File: config.mk
export PLATFORM = sky130hd
export DESIGN_NAME = am9150_bank_seq_flat
export DESIGN_NICKNAME = d
export VERILOG_FILES = /design/src/rtl/am9150_seq_pkg.sv /design/src/rtl/am9150_bank_seq_if.sv /design/src/rtl/am9150_phase_timer.sv /design/src/rtl/am9150_bank_seq.sv /design/src/flat_wrapper.sv
export SDC_FILE = /design/constraint.sdc
export NUM_CORES = 1
export LEC_CHECK = 0
export CORE_UTILIZATION = 50
export CTS_CLUSTER_SIZE = 12
export DETAILED_ROUTE_END_ITERATION = 10
export GPL_TIMING_DRIVEN = 0
export PLACE_DENSITY = 0.86
export SYNTH_ARGS = -nofsm -noshare
export SYNTH_HDL_FRONTEND = slang
export SYNTH_HIERARCHICAL = 1
export SYNTH_SLANG_ARGS = --single-unit
File: constraint.sdc
create_clock -name sysclk -period 3.2 [get_ports sysclk]
set_input_delay 0.64 -clock sysclk [delete_from_list [all_inputs] [get_ports sysclk]]
set_output_delay 0.64 -clock sysclk [all_outputs]
set_load 0.01 [all_outputs]
File: src/rtl/am9150_seq_pkg.sv
// am9150_seq_pkg
//   Shared types and constants for the AM9150_20 bank sequencer.
//   Contents: bus widths, RAM depth, phase-counter width, FSM state enum
//   (extended with verify-read states when AM9150_SEQ_VERIFY_EN is defined)
//   and a helper that turns a phase length into a counter load value.
package am9150_seq_pkg;

  localparam int AW        = 10;
  localparam int DW        = 4;
  localparam int RAM_WORDS = 1024;
  localparam int PHASE_W   = 4;

  localparam logic [AW-1:0]      LAST_ADDR = AW'(RAM_WORDS - 1);
  localparam logic [AW-1:0]      ADDR_INC  = {{(AW-1){1'b0}}, 1'b1};
  localparam logic [PHASE_W-1:0] PHASE_ONE = {{(PHASE_W-1){1'b0}}, 1'b1};

`ifdef AM9150_SEQ_VERIFY_EN
  typedef enum logic [3:0] {
    ST_INIT_SETUP  = 4'd0,
    ST_INIT_STROBE = 4'd1,
    ST_INIT_HOLD   = 4'd2,
    ST_IDLE        = 4'd3,
    ST_SETUP       = 4'd4,
    ST_STROBE      = 4'd5,
    ST_HOLD        = 4'd6,
    ST_RESP        = 4'd7,
    ST_V_SETUP     = 4'd8,
    ST_V_STROBE    = 4'd9,
    ST_V_HOLD      = 4'd10
  } state_t;
`else
  typedef enum logic [2:0] {
    ST_INIT_SETUP  = 3'd0,
    ST_INIT_STROBE = 3'd1,
    ST_INIT_HOLD   = 3'd2,
    ST_IDLE        = 3'd3,
    ST_SETUP       = 3'd4,
    ST_STROBE      = 3'd5,
    ST_HOLD        = 3'd6,
    ST_RESP        = 3'd7
  } state_t;
`endif

  // A phase of length N runs while the counter steps N-1 .. 0.
  // Zero-length phases are never entered, so their load value is unused.
  function automatic logic [PHASE_W-1:0] phase_load(input int unsigned len);
    if (len == 32'd0) begin
      return {PHASE_W{1'b0}};
    end else begin
      return PHASE_W'(len - 32'd1);
    end
  endfunction

endpackage

File: src/rtl/am9150_bank_seq_if.sv
// am9150_bank_seq_if
//   Single-word request/response handshake between the memory-bus logic
//   (master) and the bank sequencer (slave).
//   req_valid/req_we/req_addr/req_wdata : request from master
//   req_ready                           : sequencer can accept this cycle
//   rsp_valid/rsp_rdata                 : completion pulse and read data
interface am9150_bank_seq_if;
  import am9150_seq_pkg::*;

  logic          req_valid;
  logic          req_ready;
  logic          req_we;
  logic [AW-1:0] req_addr;
  logic [DW-1:0] req_wdata;
  logic          rsp_valid;
  logic [DW-1:0] rsp_rdata;

  modport master (
    output req_valid, req_we, req_addr, req_wdata,
    input  req_ready, rsp_valid, rsp_rdata
  );

  modport slave (
    input  req_valid, req_we, req_addr, req_wdata,
    output req_ready, rsp_valid, rsp_rdata
  );

endinterface

File: src/rtl/am9150_phase_timer.sv
// am9150_phase_timer
//   Down-counter timing one strobe phase. Loaded on every state change,
//   then counts to zero and holds there.
//   clk, rst  : clock, asynchronous active-high reset
//   load      : load load_val this cycle
//   load_val  : phase length minus one
//   done      : counter is zero (last cycle of the current phase)
module am9150_phase_timer
  import am9150_seq_pkg::*;
#(
  parameter logic [PHASE_W-1:0] RST_VAL = {PHASE_W{1'b0}}
) (
  input  logic               clk,
  input  logic               rst,
  input  logic               load,
  input  logic [PHASE_W-1:0] load_val,
  output logic               done
);

  logic [PHASE_W-1:0] count_r;

  // Phase down-counter: load on state entry, otherwise count down to zero.
  always_ff @(posedge clk or posedge rst) begin
    if (rst) begin
      count_r <= RST_VAL;
    end else if (load) begin
      count_r <= load_val;
    end else if (count_r != {PHASE_W{1'b0}}) begin
      count_r <= count_r - PHASE_ONE;
    end else begin
      count_r <= count_r;
    end
  end

  assign done = (count_r == {PHASE_W{1'b0}});

endmodule

File: src/rtl/am9150_bank_seq.sv
// am9150_bank_seq
//   Access sequencer for one AM9150_20 1Kx4 SRAM. After reset it writes
//   INIT_VALUE to all 1024 words, then serves single-word requests with
//   SETUP_CYC / STROBE_CYC / HOLD_CYC strobe timing. All mem_* outputs are
//   registered and derived from the next state, so each strobe lines up
//   exactly with its FSM state.
//   Optional: AM9150_SEQ_VERIFY_EN adds a read-back after every write and
//   the sticky verify_err output.
// Ports:
//   sysclk, sys_rst     : clock, asynchronous active-high reset
//   req_bus (slave)     : request/response handshake
//   busy                : sweep or access in progress
//   mem_a, mem_d        : RAM address / write data
//   mem_s_n/w_n/g_n/r_n : RAM select, write, output-enable, (unused) R_n
//   mem_q               : RAM read data
//   verify_err          : (verify build only) sticky read-back mismatch
module am9150_bank_seq
  import am9150_seq_pkg::*;
#(
  parameter int unsigned   SETUP_CYC  = 1,
  parameter int unsigned   STROBE_CYC = 2,
  parameter int unsigned   HOLD_CYC   = 1,
  parameter logic [DW-1:0] INIT_VALUE = 4'h0
) (
  input  logic                     sysclk,
  input  logic                     sys_rst,
  am9150_bank_seq_if.slave         req_bus,
  output logic                     busy,
  output logic [AW-1:0]            mem_a,
  output logic [DW-1:0]            mem_d,
  output logic                     mem_s_n,
  output logic                     mem_w_n,
  output logic                     mem_g_n,
  output logic                     mem_r_n,
  input  logic [DW-1:0]            mem_q
`ifdef AM9150_SEQ_VERIFY_EN
  ,
  output logic                     verify_err
`endif
);

  localparam bit HOLD_EN = (HOLD_CYC != 32'd0);

  state_t             state_r, state_nxt_s, after_write_s, after_verify_s;
  logic               sweep_r;
  logic [AW-1:0]      sweep_addr_r;
  logic               we_r;
  logic               accept_s, step_s, g_low_s, phase_done_s;
  logic [PHASE_W-1:0] load_val_s;
  logic [AW-1:0]      mem_a_r;
  logic [DW-1:0]      mem_d_r, rsp_rdata_r;
  logic               mem_s_n_r, mem_w_n_r, mem_g_n_r;
  logic               busy_r, req_ready_r, rsp_valid_r;

  // Extra reset-time count makes the first sweep location's setup span the
  // cycle in which S_n is still at its reset value.
  am9150_phase_timer #(.RST_VAL(PHASE_W'(SETUP_CYC))) u_timer (
    .clk      (sysclk),
    .rst      (sys_rst),
    .load     (state_nxt_s != state_r),
    .load_val (load_val_s),
    .done     (phase_done_s)
  );

  assign accept_s = (state_r == ST_IDLE) && req_bus.req_valid && req_ready_r;
  assign step_s   = (state_nxt_s == ST_INIT_SETUP) && (state_r != ST_INIT_SETUP);

  // Destination once a write (and its read-back, if any) has finished.
  always_comb begin
    after_verify_s = ST_RESP;
    if (sweep_r) begin
      if (sweep_addr_r == LAST_ADDR) begin
        after_verify_s = ST_IDLE;
      end else begin
        after_verify_s = ST_INIT_SETUP;
      end
    end else begin
      after_verify_s = ST_RESP;
    end
  end

`ifdef AM9150_SEQ_VERIFY_EN
  assign after_write_s = ST_V_SETUP;
`else
  assign after_write_s = after_verify_s;
`endif

  // Next-state logic; every phase advances when the timer reaches zero.
  always_comb begin
    state_nxt_s = state_r;
    case (state_r)
      ST_INIT_SETUP:  if (phase_done_s) state_nxt_s = ST_INIT_STROBE; else state_nxt_s = state_r;
      ST_INIT_STROBE: begin
        if (phase_done_s) begin
          if (HOLD_EN) state_nxt_s = ST_INIT_HOLD; else state_nxt_s = after_write_s;
        end else begin
          state_nxt_s = state_r;
        end
      end
      ST_INIT_HOLD:   if (phase_done_s) state_nxt_s = after_write_s; else state_nxt_s = state_r;
      ST_IDLE:        if (accept_s) state_nxt_s = ST_SETUP; else state_nxt_s = state_r;
      ST_SETUP:       if (phase_done_s) state_nxt_s = ST_STROBE; else state_nxt_s = state_r;
      ST_STROBE: begin
        if (phase_done_s) begin
          if (HOLD_EN)   state_nxt_s = ST_HOLD;
          else if (we_r) state_nxt_s = after_write_s;
          else           state_nxt_s = ST_RESP;
        end else begin
          state_nxt_s = state_r;
        end
      end
      ST_HOLD: begin
        if (phase_done_s) begin
          if (we_r) state_nxt_s = after_write_s; else state_nxt_s = ST_RESP;
        end else begin
          state_nxt_s = state_r;
        end
      end
      ST_RESP:        state_nxt_s = ST_IDLE;
`ifdef AM9150_SEQ_VERIFY_EN
      ST_V_SETUP:     if (phase_done_s) state_nxt_s = ST_V_STROBE; else state_nxt_s = state_r;
      ST_V_STROBE: begin
        if (phase_done_s) begin
          if (HOLD_EN) state_nxt_s = ST_V_HOLD; else state_nxt_s = after_verify_s;
        end else begin
          state_nxt_s = state_r;
        end
      end
      ST_V_HOLD:      if (phase_done_s) state_nxt_s = after_verify_s; else state_nxt_s = state_r;
`endif
      default:        state_nxt_s = ST_INIT_SETUP;
    endcase
  end

  // Phase length for the state being entered.
  always_comb begin
    load_val_s = {PHASE_W{1'b0}};
    case (state_nxt_s)
      ST_INIT_SETUP, ST_SETUP:   load_val_s = phase_load(SETUP_CYC);
      ST_INIT_STROBE, ST_STROBE: load_val_s = phase_load(STROBE_CYC);
      ST_INIT_HOLD, ST_HOLD:     load_val_s = phase_load(HOLD_CYC);
`ifdef AM9150_SEQ_VERIFY_EN
      ST_V_SETUP:                load_val_s = phase_load(SETUP_CYC);
      ST_V_STROBE:               load_val_s = phase_load(STROBE_CYC);
      ST_V_HOLD:                 load_val_s = phase_load(HOLD_CYC);
`endif
      default:                   load_val_s = {PHASE_W{1'b0}};
    endcase
  end

  assign g_low_s = ((state_nxt_s == ST_STROBE) && !we_r)
`ifdef AM9150_SEQ_VERIFY_EN
                   || (state_nxt_s == ST_V_STROBE)
`endif
                   ;

  // State register and strobe/handshake outputs registered from next state.
  always_ff @(posedge sysclk or posedge sys_rst) begin
    if (sys_rst) begin
      state_r     <= ST_INIT_SETUP;
      mem_s_n_r   <= 1'b1;
      mem_w_n_r   <= 1'b1;
      mem_g_n_r   <= 1'b1;
      busy_r      <= 1'b1;
      req_ready_r <= 1'b0;
      rsp_valid_r <= 1'b0;
    end else begin
      state_r     <= state_nxt_s;
      mem_s_n_r   <= (state_nxt_s == ST_IDLE) || (state_nxt_s == ST_RESP);
      mem_w_n_r   <= !((state_nxt_s == ST_INIT_STROBE) || ((state_nxt_s == ST_STROBE) && we_r));
      mem_g_n_r   <= !g_low_s;
      busy_r      <= (state_nxt_s != ST_IDLE);
      req_ready_r <= (state_nxt_s == ST_IDLE);
      rsp_valid_r <= (state_nxt_s == ST_RESP);
    end
  end

  // Address/data path: latched at acceptance or advanced at a sweep step only.
  always_ff @(posedge sysclk or posedge sys_rst) begin
    if (sys_rst) begin
      sweep_r      <= 1'b1;
      sweep_addr_r <= {AW{1'b0}};
      mem_a_r      <= {AW{1'b0}};
      mem_d_r      <= {DW{1'b0}};
      we_r         <= 1'b0;
    end else if (accept_s) begin
      mem_a_r <= req_bus.req_addr;
      mem_d_r <= req_bus.req_wdata;
      we_r    <= req_bus.req_we;
    end else if (step_s) begin
      sweep_addr_r <= sweep_addr_r + ADDR_INC;
      mem_a_r      <= sweep_addr_r + ADDR_INC;
    end else if (sweep_r) begin
      mem_d_r <= INIT_VALUE;
      if (state_nxt_s == ST_IDLE) sweep_r <= 1'b0; else sweep_r <= 1'b1;
    end else begin
      mem_a_r <= mem_a_r;
    end
  end

  // Read data capture on the last cycle G_n is low for a request read.
  always_ff @(posedge sysclk or posedge sys_rst) begin
    if (sys_rst) begin
      rsp_rdata_r <= {DW{1'b0}};
    end else if ((state_r == ST_STROBE) && phase_done_s && !we_r) begin
      rsp_rdata_r <= mem_q;
    end else begin
      rsp_rdata_r <= rsp_rdata_r;
    end
  end

`ifdef AM9150_SEQ_VERIFY_EN
  logic verify_err_r;

  // Sticky read-back mismatch flag.
  always_ff @(posedge sysclk or posedge sys_rst) begin
    if (sys_rst) begin
      verify_err_r <= 1'b0;
    end else if ((state_r == ST_V_STROBE) && phase_done_s && (mem_q != mem_d_r)) begin
      verify_err_r <= 1'b1;
    end else begin
      verify_err_r <= verify_err_r;
    end
  end

  assign verify_err = verify_err_r;
`endif

  assign req_bus.req_ready = req_ready_r;
  assign req_bus.rsp_valid = rsp_valid_r;
  assign req_bus.rsp_rdata = rsp_rdata_r;
  assign busy    = busy_r;
  assign mem_a   = mem_a_r;
  assign mem_d   = mem_d_r;
  assign mem_s_n = mem_s_n_r;
  assign mem_w_n = mem_w_n_r;
  assign mem_g_n = mem_g_n_r;
  assign mem_r_n = 1'b1;

endmodule

File: src/flat_wrapper.sv
// flat-port wrapper written by rule: the top's interface ports become plain ports
module am9150_bank_seq_flat import am9150_seq_pkg::*;
#(
  parameter int unsigned   SETUP_CYC  = 1,
  parameter int unsigned   STROBE_CYC = 2,
  parameter int unsigned   HOLD_CYC   = 1,
  parameter logic [DW-1:0] INIT_VALUE = 4'h0
)
  (sysclk, sys_rst, busy, mem_a, mem_d, mem_s_n, mem_w_n, mem_g_n, mem_r_n, mem_q, req_bus_req_valid, req_bus_req_we, req_bus_req_addr, req_bus_req_wdata, req_bus_req_ready, req_bus_rsp_valid, req_bus_rsp_rdata);
  am9150_bank_seq_if req_bus_i ();
  input  logic sysclk;
  input  logic sys_rst;
  output logic busy;
  output logic [AW-1:0] mem_a;
  output logic [DW-1:0] mem_d;
  output logic mem_s_n;
  output logic mem_w_n;
  output logic mem_g_n;
  output logic mem_r_n;
  input  logic [DW-1:0] mem_q;
  input wire logic [$bits(req_bus_i.req_valid)-1:0] req_bus_req_valid;
  input wire logic [$bits(req_bus_i.req_we)-1:0] req_bus_req_we;
  input wire logic [$bits(req_bus_i.req_addr)-1:0] req_bus_req_addr;
  input wire logic [$bits(req_bus_i.req_wdata)-1:0] req_bus_req_wdata;
  output wire logic [$bits(req_bus_i.req_ready)-1:0] req_bus_req_ready;
  output wire logic [$bits(req_bus_i.rsp_valid)-1:0] req_bus_rsp_valid;
  output wire logic [$bits(req_bus_i.rsp_rdata)-1:0] req_bus_rsp_rdata;
  assign req_bus_i.req_valid = req_bus_req_valid;
  assign req_bus_i.req_we = req_bus_req_we;
  assign req_bus_i.req_addr = req_bus_req_addr;
  assign req_bus_i.req_wdata = req_bus_req_wdata;
  assign req_bus_req_ready = req_bus_i.req_ready;
  assign req_bus_rsp_valid = req_bus_i.rsp_valid;
  assign req_bus_rsp_rdata = req_bus_i.rsp_rdata;
  am9150_bank_seq #(.SETUP_CYC(SETUP_CYC), .STROBE_CYC(STROBE_CYC), .HOLD_CYC(HOLD_CYC), .INIT_VALUE(INIT_VALUE)) u_core (.sysclk(sysclk), .sys_rst(sys_rst), .req_bus(req_bus_i), .busy(busy), .mem_a(mem_a), .mem_d(mem_d), .mem_s_n(mem_s_n), .mem_w_n(mem_w_n), .mem_g_n(mem_g_n), .mem_r_n(mem_r_n), .mem_q(mem_q));
endmodule
==> results <==
[cells in the mapped netlist (3+ instances only)]
| master | n |
|---|---|
| and2_1 | 3 |
| buf_4 | 3 |
| buf_6 | 3 |
| dfrtp_1 | 37 |
| dfstp_2 | 6 |
| inv_1 | 19 |
| mux2_2 | 7 |
| nand2_1 | 29 |
| nand3b_1 | 3 |
| nor2_1 | 6 |
| nor3_1 | 7 |
| o21ai_0 | 10 |
| o221ai_1 | 9 |
| xnor2_1 | 10 |
| xor2_1 | 8 |
[cell usage in the layout (no fill, tap or decap), types with 3 or more instances in the layout]
cell              n
conb_1            4
clkbuf_8          5
buf_6             3
clkdlybuf4s50_1  45
inv_1            18
nor3_1            7
xor2_1            8
o221ai_1          9
xnor2_1          10
mux2_2            7
nand2_1          29
dfrtp_1          37
nor2_1            6
nand3b_1          3
dfstp_2           6
o21ai_0          10
buf_4             3
and2_1            3
[path summary, 6_finish.rpt]
check / from / to / cells after the start
max reg2reg: u_core/u_timer/count_r[0]$_DFFE_PP1P_ / u_core/u_timer/count_r[3]$_DFFE_PP0P_ / 12
min reg2reg: u_core/req_bus.rsp_rdata[3]$_DFFE_PP0P_ / u_core/req_bus.rsp_rdata[3]$_DFFE_PP0P_ / 1
max in group asynchronous: sys_rst / u_core/state_r[1]$_DFF_PP0_ / 2
min in group asynchronous: sys_rst / u_core/u_timer/count_r[2]$_DFFE_PP0P_ / 2
min: u_core/req_bus.rsp_rdata[3]$_DFFE_PP0P_ / u_core/req_bus.rsp_rdata[3]$_DFFE_PP0P_ / 1
max: u_core/u_timer/count_r[0]$_DFFE_PP1P_ / u_core/u_timer/count_r[3]$_DFFE_PP0P_ / 12
[final cells by class]
class / instances / area share, %
inverters: 19 / 2.54
multi-input cells: 140 / 35.0
flip-flops and latches: 43 / 38.7
repair buffers: 45 / 16.1
clock inverters: 2 / 0.446
clock buffers: 6 / 2.59
well taps: 50 / 2.23
plain buffers: 9 / 2.50
[sequential cells by signal (all words and copies together) (netlist names)]
| signal | flops |
|---|---|
| u_core/busy | 1 |
| u_core/mem_s_n | 1 |
| u_core/req_bus.req_ready | 1 |
| u_core/mem_g_n | 1 |
| u_core/state_r | 3 |
| u_core/mem_w_n | 1 |
| u_core/req_bus.rsp_rdata | 4 |
| u_core/sweep_r | 1 |
| u_core/mem_a | 10 |
| u_core/mem_d | 4 |
| u_core/sweep_addr_r | 10 |
| u_core/we_r | 1 |
| u_core/req_bus.rsp_valid | 1 |
| u_core/u_timer/count_r | 4 |
[metrics by stage]
stage	setup slack, ps	utilization, %	cells	instance area (sq um)	hold slack, ps
2_1_floorplan	511	-	212	2210	405
3_3_place_gp	141	66.1	307	2720	490
3_5_place_dp	118	66.1	307	2720	501
4_1_cts	137	68.2	315	2810	519
5_1_grt	22.7	68.1	314	2800	536
6_report	254	68.1	314	2800	511
[worst register-to-register path, delay by kind of cell (launching register included)]
kind                       cells  cell delay (ps)
buffers and inverters          3              390
AOI/OAI and AO/OA              4              950
DFF                            1              530
adders and majority gates      1              230
and+or+nand+nor                4              730
[cell families after synthesis]
kind of cell | Yosys count
AND/OR/NAND/NOR | 72
flip-flops | 43
AO/OA/AOI/OAI | 36
buffers and inverters | 29
XOR/XNOR | 18
multiplexers | 8
adder cells (fa/ha/maj) | 2
other | 2
[layer usage]
metal / global-route usage [%] / vias up
met5: 0 / -
met4: 9.90 / 0
met3: 4.67 / 8
met2: 35.9 / 40
met1: 26.6 / 799
li1: - / 816
[power breakdown]
part	internal, uW	total (uW)	leakage, uW	switching, uW
sequential	766	907	0.000544	141
clock	152	335	0.0000412	183
combinational	630	1220	0.000616	589
==> impl_metrics.ini <==
[min_path]
hp-class = flop to flop

[synth]
ys_ff_latch = 43
ys_seq_area_share_pct = 49.2
synth_top_family_by_area = simple AND/OR/NAND/NOR gates
synth_mux_area_share_pct = 4.04
synth-simple-area-share_pct = 18.0
yosysTopAreaCell = dfrtp_1
yosys-top-cells-area = dfrtp_1 (42%), dfstp_2 (7.2%), nand2_1 (4.9%), xnor2_1 (4.0%), mux2_2 (3.6%)
yosysUniqueCellTypes = 50
synth_xor_area_share_pct = 7.16
netlist_instances = 210
synth_adder_area_share_pct = 1.14
synth_area_sq_um = 2200
synth_compound_area_share_pct = 13.5
syn-mean-instance-area_sq_um = 10.5
synthArstFlopShare_pct = 100
synth_edf_count = 0
synth_flop_cell = dfrtp_1
yosysTopAreaCellShare_pct = 42.1
yosysWarnings = 6

[routing]
via_per_inst = 5.30
first_pass_iters = 4
routed-wl-met3_um = 225
drtAntennaViolNets = 0
dr.max_layer_used = met4
route.detailed.drc = 0
drt_iter0_drc = 102
vias = 1663
wl_mm = 4.36
wl_per_cell_um = 13.9
wl_met2_mm = 2.11
wl_met1_mm = 1.97

[finish]
n_antenna_cell = 0
ff_latch_area_sq_um = 1080
final_nets = 287
area_growth_pct = 27.3
drive_above_1_share_pct = 16.7
multiInputGateArea_sq_um = 980
fillers = 338

[power_and_ir_drop]
totalPowerFinal_uw = 2460
peakVddDrop_uv = 512
p_leak_uw = 0.00120
power_density_nw_per_um2 = 878

[timing]
period_minus_slack_ps = 2950
relSlewSlack_pct = 47.0
finClkSkew_ps = 12.0
worstMarginPinSlew_ps = 793
fmax_ghz = 0.339
hold_viol_final = 0
setup_tns_ps = 0
slew_viol_final = 0
rsz0062_at_grt = false
fin_crit_sh_pct = 92.1
setup_violations = 0

[place]
place.gp.congestion = 0.831
portBuffers = 45
dp_hpwl_mm = 3.12

[floorplanning]
die_h_um = 68.3
core-area_sq_um = 4120
start_util_pct = 53.5
die_w_um = 68.3
rows = 23
io_pins = 47
fp.dieArea_sq_um = 4670

[setup_path]
path_cells = inv_1 -> ha_1 -> nor3b_4 -> clkbuf_2 -> nand3b_1 -> o22ai_1 -> a21o_1 -> buf_6 -> o21ai_4 -> or2_1 -> nor3_1 -> a221o_1
critPathBufInv = 3
critPathKind = flop to flop
critPathTopFamily = compound AO/OA/AOI/OAI gates
crit_fanout = 10
cp-start-kind = flop
reg2reg_slack_ps = 250
cpPeakStageDelay_ps = 530
end_kind = flop
cpMaxStageDelayCell = dfstp_2
required_ps = 3380
cp.arrival_ps = 3130

[global_route]
grt_pass1_wl_mm = 7.25
antenna_found_initial = 0
grt_pass1_vias = 1571
grt_usage_pct = 21.6
grt.overflow.total = 0
grt_max_degree = 40

[cts]
cts_num_sinks = 43
clockBufferDepth = 2
post-cts-setup-buffers = 0
cts_buffers = 5
tritoncts = yes
clkLatencyLatePin_ps = 300
cts.repair.resized = 0
cts_root_buf = clkbuf_8
clk_pin_slew_worst_paths_ps = 70
cts-hold-fix-buffers = 0
cts_max_level = 2

[job]
cap_violations = 0

[run_status]
status = completed
Note: power is estimated with default switching activity, not from simulation.
